<file path="config.mk">
export PLATFORM = sky130hd
export DESIGN_NAME = layer_train_driver
export DESIGN_NICKNAME = d
export VERILOG_FILES = /design/src/rtl/layer_train_driver.sv
export SDC_FILE = /design/constraint.sdc
export NUM_CORES = 1
export LEC_CHECK = 0
export ABC_CLOCK_PERIOD_IN_PS = 3600
export CAP_MARGIN = 20
export CORE_AREA = 5 5 612 614
export CTS_BUF_LIST = sky130_fd_sc_hd__clkbuf_8
export CTS_CLUSTER_DIAMETER = 40
export DETAILED_ROUTE_END_ITERATION = 12
export DIE_AREA = 0 0 617 619
export SLEW_MARGIN = 0
export SYNTH_ARGS = -nofsm -noshare
export SYNTH_HDL_FRONTEND = slang
export SYNTH_SLANG_ARGS = --single-unit
</file>
<file path="constraint.sdc">
create_clock -name clock -period 3.6 [get_ports clock]
set_input_delay 1.08 -clock clock [delete_from_list [all_inputs] [get_ports clock]]
set_output_delay 1.08 -clock clock [all_outputs]
set_load 0.02 [all_outputs]
</file>
<file path="src/rtl/layer_train_driver.sv">
// Training sequencer for a learning neuron layer: accepts labelled samples, runs forward/learn passes,
// and tracks per-epoch absolute error when LAYER_TRAIN_DRIVER_ERR_EN is defined.
package layer_train_driver_pkg;
  typedef logic [7:0] zero2one_t;
endpackage

module layer_train_driver
  import layer_train_driver_pkg::*;
#(
  parameter int unsigned N      = 16,
  parameter int unsigned M      = 52,
  parameter int unsigned SETTLE = 2,
  parameter int unsigned EW     = 24
) (
  input  logic                  clock,
  input  logic                  reset_n,
  input  logic                  start,
  input  logic                  stop,
  input  logic [15:0]           num_epochs,
  input  logic                  sample_valid,
  output logic                  sample_ready,
  input  zero2one_t [N-1:0]     sample_in,
  input  zero2one_t [M-1:0]     sample_target,
  input  logic                  sample_last,
  output logic                  valid,
  output logic                  learn,
  output zero2one_t [N-1:0]     in,
  output zero2one_t [M-1:0]     expected_out,
  input  zero2one_t [M-1:0]     out,
  output logic                  busy,
  output logic                  done,
  output logic                  epoch_done,
  output logic [15:0]           epoch_count,
  output logic [EW-1:0]         err_last
);

  localparam int unsigned CW = 4;

  typedef enum logic [2:0] {S_IDLE, S_WAIT, S_FWD, S_LEARN, S_DONE} state_t;

  state_t           state_q, state_d;
  logic [CW-1:0]    cnt_q, cnt_d;
  logic             stop_q, stop_d;
  logic             last_q, last_d;
  logic [15:0]      num_q, num_d;
  logic [15:0]      ep_cnt_q, ep_cnt_d;
  zero2one_t [N-1:0] in_q, in_d;
  zero2one_t [M-1:0] exp_q, exp_d;
  logic             ready_q, ready_d;
  logic             valid_q, valid_d;
  logic             learn_q, learn_d;
  logic             busy_q, busy_d;
  logic             done_q, done_d;
  logic             ep_done_q, ep_done_d;

  // Sequencing: next state plus registered outputs derived from the next state.
  always_comb begin
    state_d   = state_q;
    cnt_d     = cnt_q;
    stop_d    = stop_q | stop;
    last_d    = last_q;
    num_d     = num_q;
    ep_cnt_d  = ep_cnt_q;
    in_d      = in_q;
    exp_d     = exp_q;
    ep_done_d = 1'b0;
    case (state_q)
      S_IDLE, S_DONE: begin
        stop_d = 1'b0;
        if (start) begin
          num_d    = num_epochs;
          ep_cnt_d = 16'd0;
          state_d  = S_WAIT;
        end
      end
      S_WAIT: begin
        if (stop_q) begin
          stop_d  = 1'b0;
          state_d = S_IDLE;
        end else if (sample_valid) begin
          in_d    = sample_in;
          exp_d   = sample_target;
          last_d  = sample_last;
          cnt_d   = '0;
          state_d = S_FWD;
        end
      end
      S_FWD: begin
        if (cnt_q == CW'(SETTLE - 1)) state_d = S_LEARN;
        else                          cnt_d   = cnt_q + CW'(1);
      end
      S_LEARN: begin
        state_d = S_WAIT;
        if (last_q) begin
          ep_done_d = 1'b1;
          ep_cnt_d  = (ep_cnt_q == 16'hFFFF) ? ep_cnt_q : ep_cnt_q + 16'd1;
          if ((num_q != 16'd0) && (ep_cnt_d == num_q)) state_d = S_DONE;
        end
      end
      default: state_d = S_IDLE;
    endcase
    ready_d = (state_d == S_WAIT) && !stop_d;
    valid_d = (state_d == S_FWD) || (state_d == S_LEARN);
    learn_d = (state_d == S_LEARN);
    busy_d  = (state_d == S_WAIT) || (state_d == S_FWD) || (state_d == S_LEARN);
    done_d  = (state_d == S_DONE);
  end

  always_ff @(posedge clock or negedge reset_n) begin
    if (!reset_n) begin
      state_q   <= S_IDLE;
      cnt_q     <= '0;
      stop_q    <= 1'b0;
      last_q    <= 1'b0;
      num_q     <= 16'd0;
      ep_cnt_q  <= 16'd0;
      in_q      <= '0;
      exp_q     <= '0;
      ready_q   <= 1'b0;
      valid_q   <= 1'b0;
      learn_q   <= 1'b0;
      busy_q    <= 1'b0;
      done_q    <= 1'b0;
      ep_done_q <= 1'b0;
    end else begin
      state_q   <= state_d;
      cnt_q     <= cnt_d;
      stop_q    <= stop_d;
      last_q    <= last_d;
      num_q     <= num_d;
      ep_cnt_q  <= ep_cnt_d;
      in_q      <= in_d;
      exp_q     <= exp_d;
      ready_q   <= ready_d;
      valid_q   <= valid_d;
      learn_q   <= learn_d;
      busy_q    <= busy_d;
      done_q    <= done_d;
      ep_done_q <= ep_done_d;
    end
  end

  assign sample_ready = ready_q;
  assign valid        = valid_q;
  assign learn        = learn_q;
  assign in           = in_q;
  assign expected_out = exp_q;
  assign busy         = busy_q;
  assign done         = done_q;
  assign epoch_done   = ep_done_q;
  assign epoch_count  = ep_cnt_q;

`ifdef LAYER_TRAIN_DRIVER_ERR_EN
  localparam int unsigned ZW    = $bits(zero2one_t);
  localparam int unsigned SUM_W = ZW + $clog2(M + 1);
  localparam int unsigned AW    = ((EW > SUM_W) ? EW : SUM_W) + 1;
  localparam logic [AW-1:0] SAT_MAX = AW'({EW{1'b1}});

  zero2one_t [M-1:0] snap_q, snap_d;
  logic [EW-1:0]     acc_q, acc_d;
  logic [EW-1:0]     err_q, err_d;
  logic [SUM_W-1:0]  sum_c;
  logic [AW-1:0]     acc_sum_c;
  logic [EW-1:0]     acc_sat_c;

  // Sum of absolute target/snapshot differences for the sample in LEARN.
  always_comb begin
    sum_c = '0;
    for (int unsigned j = 0; j < M; j++) begin
      sum_c = sum_c + SUM_W'((exp_q[j] > snap_q[j]) ? (exp_q[j] - snap_q[j])
                                                    : (snap_q[j] - exp_q[j]));
    end
    acc_sum_c = AW'(acc_q) + AW'(sum_c);
    acc_sat_c = (acc_sum_c > SAT_MAX) ? {EW{1'b1}} : EW'(acc_sum_c);
  end

  always_comb begin
    snap_d = snap_q;
    acc_d  = acc_q;
    err_d  = err_q;
    if (((state_q == S_IDLE) || (state_q == S_DONE)) && start) acc_d = '0;
    if ((state_q == S_FWD) && (cnt_q == CW'(SETTLE - 1)))      snap_d = out;
    if (state_q == S_LEARN) begin
      acc_d = acc_sat_c;
      if (last_q) begin
        err_d = acc_sat_c;
        acc_d = '0;
      end
    end
  end

  always_ff @(posedge clock or negedge reset_n) begin
    if (!reset_n) begin
      snap_q <= '0;
      acc_q  <= '0;
      err_q  <= '0;
    end else begin
      snap_q <= snap_d;
      acc_q  <= acc_d;
      err_q  <= err_d;
    end
  end

  assign err_last = err_q;
`else
  logic unused_out;
  assign unused_out = ^out;
  assign err_last   = '0;
`endif

endmodule

</file>
==> Yosys cells after proc, flatten, opt, wreduce, memory -nomap -nowiden <==
Index checks and enable logic that the tools add are counted.
{ "word_totals": {"latchBits": 0, "mem_bits_rw": 0, "n_memories": 0, "input_bits": 982, "rom_bits": 0, "regBits": 591} }
{ "op_classes": {"bitwise_logic": 2, "shifts": 0, "reduce_logical": 15, "div_mod_pow": 0, "magnitude_cmp": 0, "n_mul": 0, "n_mux": 19, "eq_ne": 16, "addsub": 2} }
{ "op_table": {"columns": ["operator", "count"], "rows": [
  ["$mux 16", 3],
  ["$pmux 16 s2", 1],
  ["$mux 3", 6],
  ["$add 16x1->16 const B", 1],
  ["$eq 16x16->1", 1],
  ["$eq 16x16->1 const B", 1],
  ["$reduce_bool 16->1", 1],
  ["$eq 3x2->1 const B", 4],
  ["$mux 4", 3],
  ["$pmux 3 s4", 1],
  ["$ne 2x2->1 const B", 5],
  ["$pmux 4 s2", 1],
  ["$eq 3x1->1 const B", 2],
  ["$eq 3x3->1 const B", 2],
  ["$reduce_and 3->1", 2],
  ["$add 4x1->4 const B", 1],
  ["$eq 4x1->1 const B", 1],
  ["$reduce_and 4->1", 1],
  ["$reduce_bool 2->1", 2],
  ["$logic_not 3->1", 1],
  ["$logic_or 1x1->1", 3],
  ["$mux 1", 3],
  ["$logic_and 1x1->1", 2],
  ["$pmux 1 s2", 1],
  ["5 further kinds", 5]
]} }

==> Depth between registers and ports, before layout <==
{ "logic_depth": {"depth_word": 10, "depth_mapped": 9, "depth_no_buf": 8} }

==> Worst setup path after synthesis <==
OpenSTA, ideal clock, no wires.
{ "synth_path": {"path_type": "reg-to-reg", "start": "register ep_cnt_q[0], in the netlist epoch_count[0]", "end": "register ready_q, in the netlist sample_ready", "t_arrival_ps": 2776, "slack_ps": 704, "path_buffers": 1, "stages_incl_launch_ff": 10, "setup_ps": 120, "cell_sequence": "dfrtp_1 > ha_1 > nand3_1 > clkbuf_1 > o41ai_1 > mux2i_1 > a21o_1 > nand2_1 > or4_4 > and3_1"} }
{ "synth_between": {"elab_chain_cells": 9} }
{ "synth_lines": {"columns": ["element", "line_no", "text"], "rows": [
  ["start: declaration", "46", "logic [15:0] ep_cnt_q, ep_cnt_d;"],
  ["start signal: assignment", "131", "ep_cnt_q <= ep_cnt_d;"],
  ["$add 16x1->16 / $eq 16x16->1 (equally long branches)", "96", "ep_cnt_d = (ep_cnt_q == 16'hFFFF) ? ep_cnt_q : ep_cnt_q + 16'd1;"],
  ["$mux 16 (*)", "96", null],
  ["$eq 16x16->1 (*)", "97", "if ((num_q != 16'd0) && (ep_cnt_d == num_q)) state_d = S_DONE;"],
  ["$logic_and 1x1->1 (*)", "97", null],
  ["$mux 3 (*)", "97", null],
  ["$mux 3 (*)", "94", "if (last_q) begin"],
  ["$pmux 3 s4 (*)", "67", "case (state_q)"],
  ["$eq 3x1->1 (*)", "102", "ready_d = (state_d == S_WAIT) && !stop_d;"],
  ["$logic_and 1x1->1 (*)", "102", null],
  ["net ready_d", "49", "logic ready_q, ready_d;"],
  ["end signal: assignment", "134", "ready_q <= ready_d;"],
  ["end: declaration", "49", null]
]} }
Mark *: on every way through the listed nets, which the timed path passes. The rest lies on a longest branch.
A chain may end at the register's enable or synchronous reset.

==> Final worst setup path <==
{ "layout_path": {"start": "register exp_q, in the netlist expected_out[414]", "end": "output expected_out[414] (netlist name)"} }
{ "layout_lines": {"columns": ["element", "line_no", "text"], "rows": [
  ["start: declaration", "48", "zero2one_t [M-1:0] exp_q, exp_d;"],
  ["start signal: assignment", "133", "exp_q <= exp_d;"],
  ["end: declaration", "28", "output zero2one_t [M-1:0] expected_out,"]
]} }
No word-level cell between the ends.

==> run metrics <==
Synth area leader dfrtp_1; Root Buffer clkbuf_8; Final Setup Violations 0; Pwr Density between 900 and 1000 mW/mm2; initial antenna violation count ~300; ys async rst share 100%; run status finished clean; Final Max Slew Viols 0; GR Util met2 between 10% and 20%; Critical Path Start expected_out[414]; FF-to-FF Start epoch_count[12]; drt pass-1 iters 5; CP bufs+invs 1; register area share after synthesis 64.3%; Nets approximately 3.7k; routing usage on met3 roughly 9.7%; VDD IR-drop max between 400 and 500 uV; number of synthesized flops with an enable pin 0; hpwl dp around 200000 um; Final GP Congestion around 0.93; Synth Area in Compound Gates under 10%; Place WS between 0.3 and 0.4 ns; Ys Warns 0; setup tns final 0 ns; mux share of post-synthesis cell area 27.8%; GRT met1 Usage about a tenth; share of cells above drive strength 1 a little under a third; Slew HR between 40% and 50%; Synth Register Bits just under 600; drt via density approximately 2.5; clock skew approximately 0.10 ns; final instance area 0.0442 mm2; total power about 42 mW; crit path capture type output port; Max stage delay cell, worst path clkdlybuf4s50_1; Clock transition at path regs around 0.050 ns; commonest non-fill, non-tap cell in the layout clkdlybuf4s50_1; CP Launch Type register; Area Overhead vs Synth 92.0%; critical path cell sequence clkdlybuf4s50_1; Final Util 12.0%; most frequent cells in the layout clkdlybuf4s50_1, dfrtp_1, mux2_2; clock tree buffer depth 4; first-pass GRT wire length about 270000 um; clock sink count approximately 590; WHS roughly 0.50 ns; ys flop type dfrtp_1; largest family of logic cells by synthesized area multiplexers; GRT overflow 0; Synth Area in Simple Gates under 10%; RSZ-0062 raised after global routing false; DRC violation count after routing 0; leak pwr roughly 16 nW; top-area cell type share of the netlist area about 64%; final std cells w/o fill around 7.8k; fmax 299 MHz; Worst-Margin Slew between 0.8 and 0.9 ns; Die X just over 600 um; Post-CTS Setup Inserts 0; via count 19.3k; Synth area leaders dfrtp_1, mux2_2, clkbuf_1, buf_4, xnor2_1; Synth cell types 50; port buffer count about 1.1k; total track usage 11.1%; Initial DRC Count about 960; Starting Density 6.25%; TritonCTS clock tree done; Post-Syn Instances 1475; final WL 222000 um; largest fanout on the critical path 2; H-tree lvl count 4; hold crit path type register to register; part of the cycle the worst path needs 92.9%; Row Count roughly 220; worst endpoint data arrival time around 2.3 ns; post-route ant nets 0; clk_lat worst skew ~0.96 ns; final hold vios 0; num ports between 1.5k and 2k; drt wl/cell approximately 29 um; core area between 0.3 and 0.4 mm2; Mean Syn Cell Area around 16 um2; Max Cap Violations 0; mapped cell area around 0.023 mm2; slowest stage delay, CP about 0.94 ns; Post-Synth XOR/XNOR Area under 10%; Most Crowded Layer GR met2; die footprint 0.382 mm2; fin worst setup slack between 0.2 and 0.3 ns; Hold Path Origin in[40]; Inst Count DP approximately 7.4k; final worst path period need 3.34 ns; Largest delay share family, worst path buffers and inverters; Die H roughly 620 um; Req. time, crit path about 2.5 ns; total CTS buffers 150; Setup CP Type register to output port; vias in the first global route between 20k and 25k; post-synthesis adder-cell area fraction 0.163%; largest net degree at the start of global routing 95; Placed Area 0.0407 mm2
path summary, 6_finish.rpt:
| check | endpoint | slack (ns) | cells after the start |
|---|---|---|---|
| max in group asynchronous | in[84] | 1.89 | 4 |
| worst max-delay path | expected_out[414] | 0.26 | 1 |
| worst min register to register | in[40] | 0.50 | 1 |
| min in group asynchronous | expected_out[9] | 0.65 | 2 |
| worst max register to register | busy | 0.38 | 8 |
| worst min-delay path | in[40] | 0.50 | 1 |
cell usage after synthesis, types with 6 or more instances:
cell type,n
xnor2_1,17
nand2_1,28
nand4_1,11
nor4_1,11
o21ai_0,13
a21oi_1,12
xor2_1,8
nand3_1,14
and4_1,6
clkbuf_1,68
buf_2,7
buf_4,24
nor2_1,27
and3_1,6
mux2_2,562
nor3_1,7
mux2i_1,6
dfrtp_1,591
power breakdown:
group	switching, mW	internal, mW
clock network	3.93	5.53
logic	11.7	9.19
registers	2.11	9.99
state kept, by name, indices dropped and copies added, names as in the netlist:
| register | flops |
|---|---|
| cnt_q | 4 |
| busy | 1 |
| stop_q | 1 |
| valid | 1 |
| last_q | 1 |
| num_q | 16 |
| in | 128 |
| epoch_done | 1 |
| done | 1 |
| learn | 1 |
| expected_out | 416 |
| sample_ready | 1 |
| epoch_count | 16 |
| state_q | 3 |
routing by layer:
layer | routed length (um) | part of all wire, %
met5 | 1540 | 0.69
met4 | 9830 | 4.4
met3 | 39500 | 18
met2 | 97500 | 44
met1 | 73300 | 33
cells by family (layout without fill, tap and decap cells):
logic type	Yosys count	after routing
and+or+nand+nor	132	132
DFF	591	591
other	1	84
muxes	568	568
adders and majority gates	3	3
buffers and inverters	104	1463
xor gates and xnor gates	26	26
AOI/OAI and AO/OA	50	50
timing repair:
| action | in CTS | in global routing |
|---|---|---|
| endpoints found under the setup margin | 10 | 0 |
| hold endpoints to repair | 10 | 0 |
| resized for setup | 10 | 0 |
| hold buffers | 1 | 0 |
layout make-up:
| type | instances | area (um2) |
|---|---|---|
| timing repair buffer | 1194 | 12100 |
| clock buffer | 178 | 2450 |
| sequential | 591 | 14800 |
| inverter | 4 | 15.0 |
| multi-input combinational | 803 | 7810 |
| fill | 41500 | 324000 |
| clock inverter | 87 | 837 |
| antenna | 60 | 150 |
| tap | 4837 | 6050 |
No activity file was read; power rests on OpenSTA's default activity.
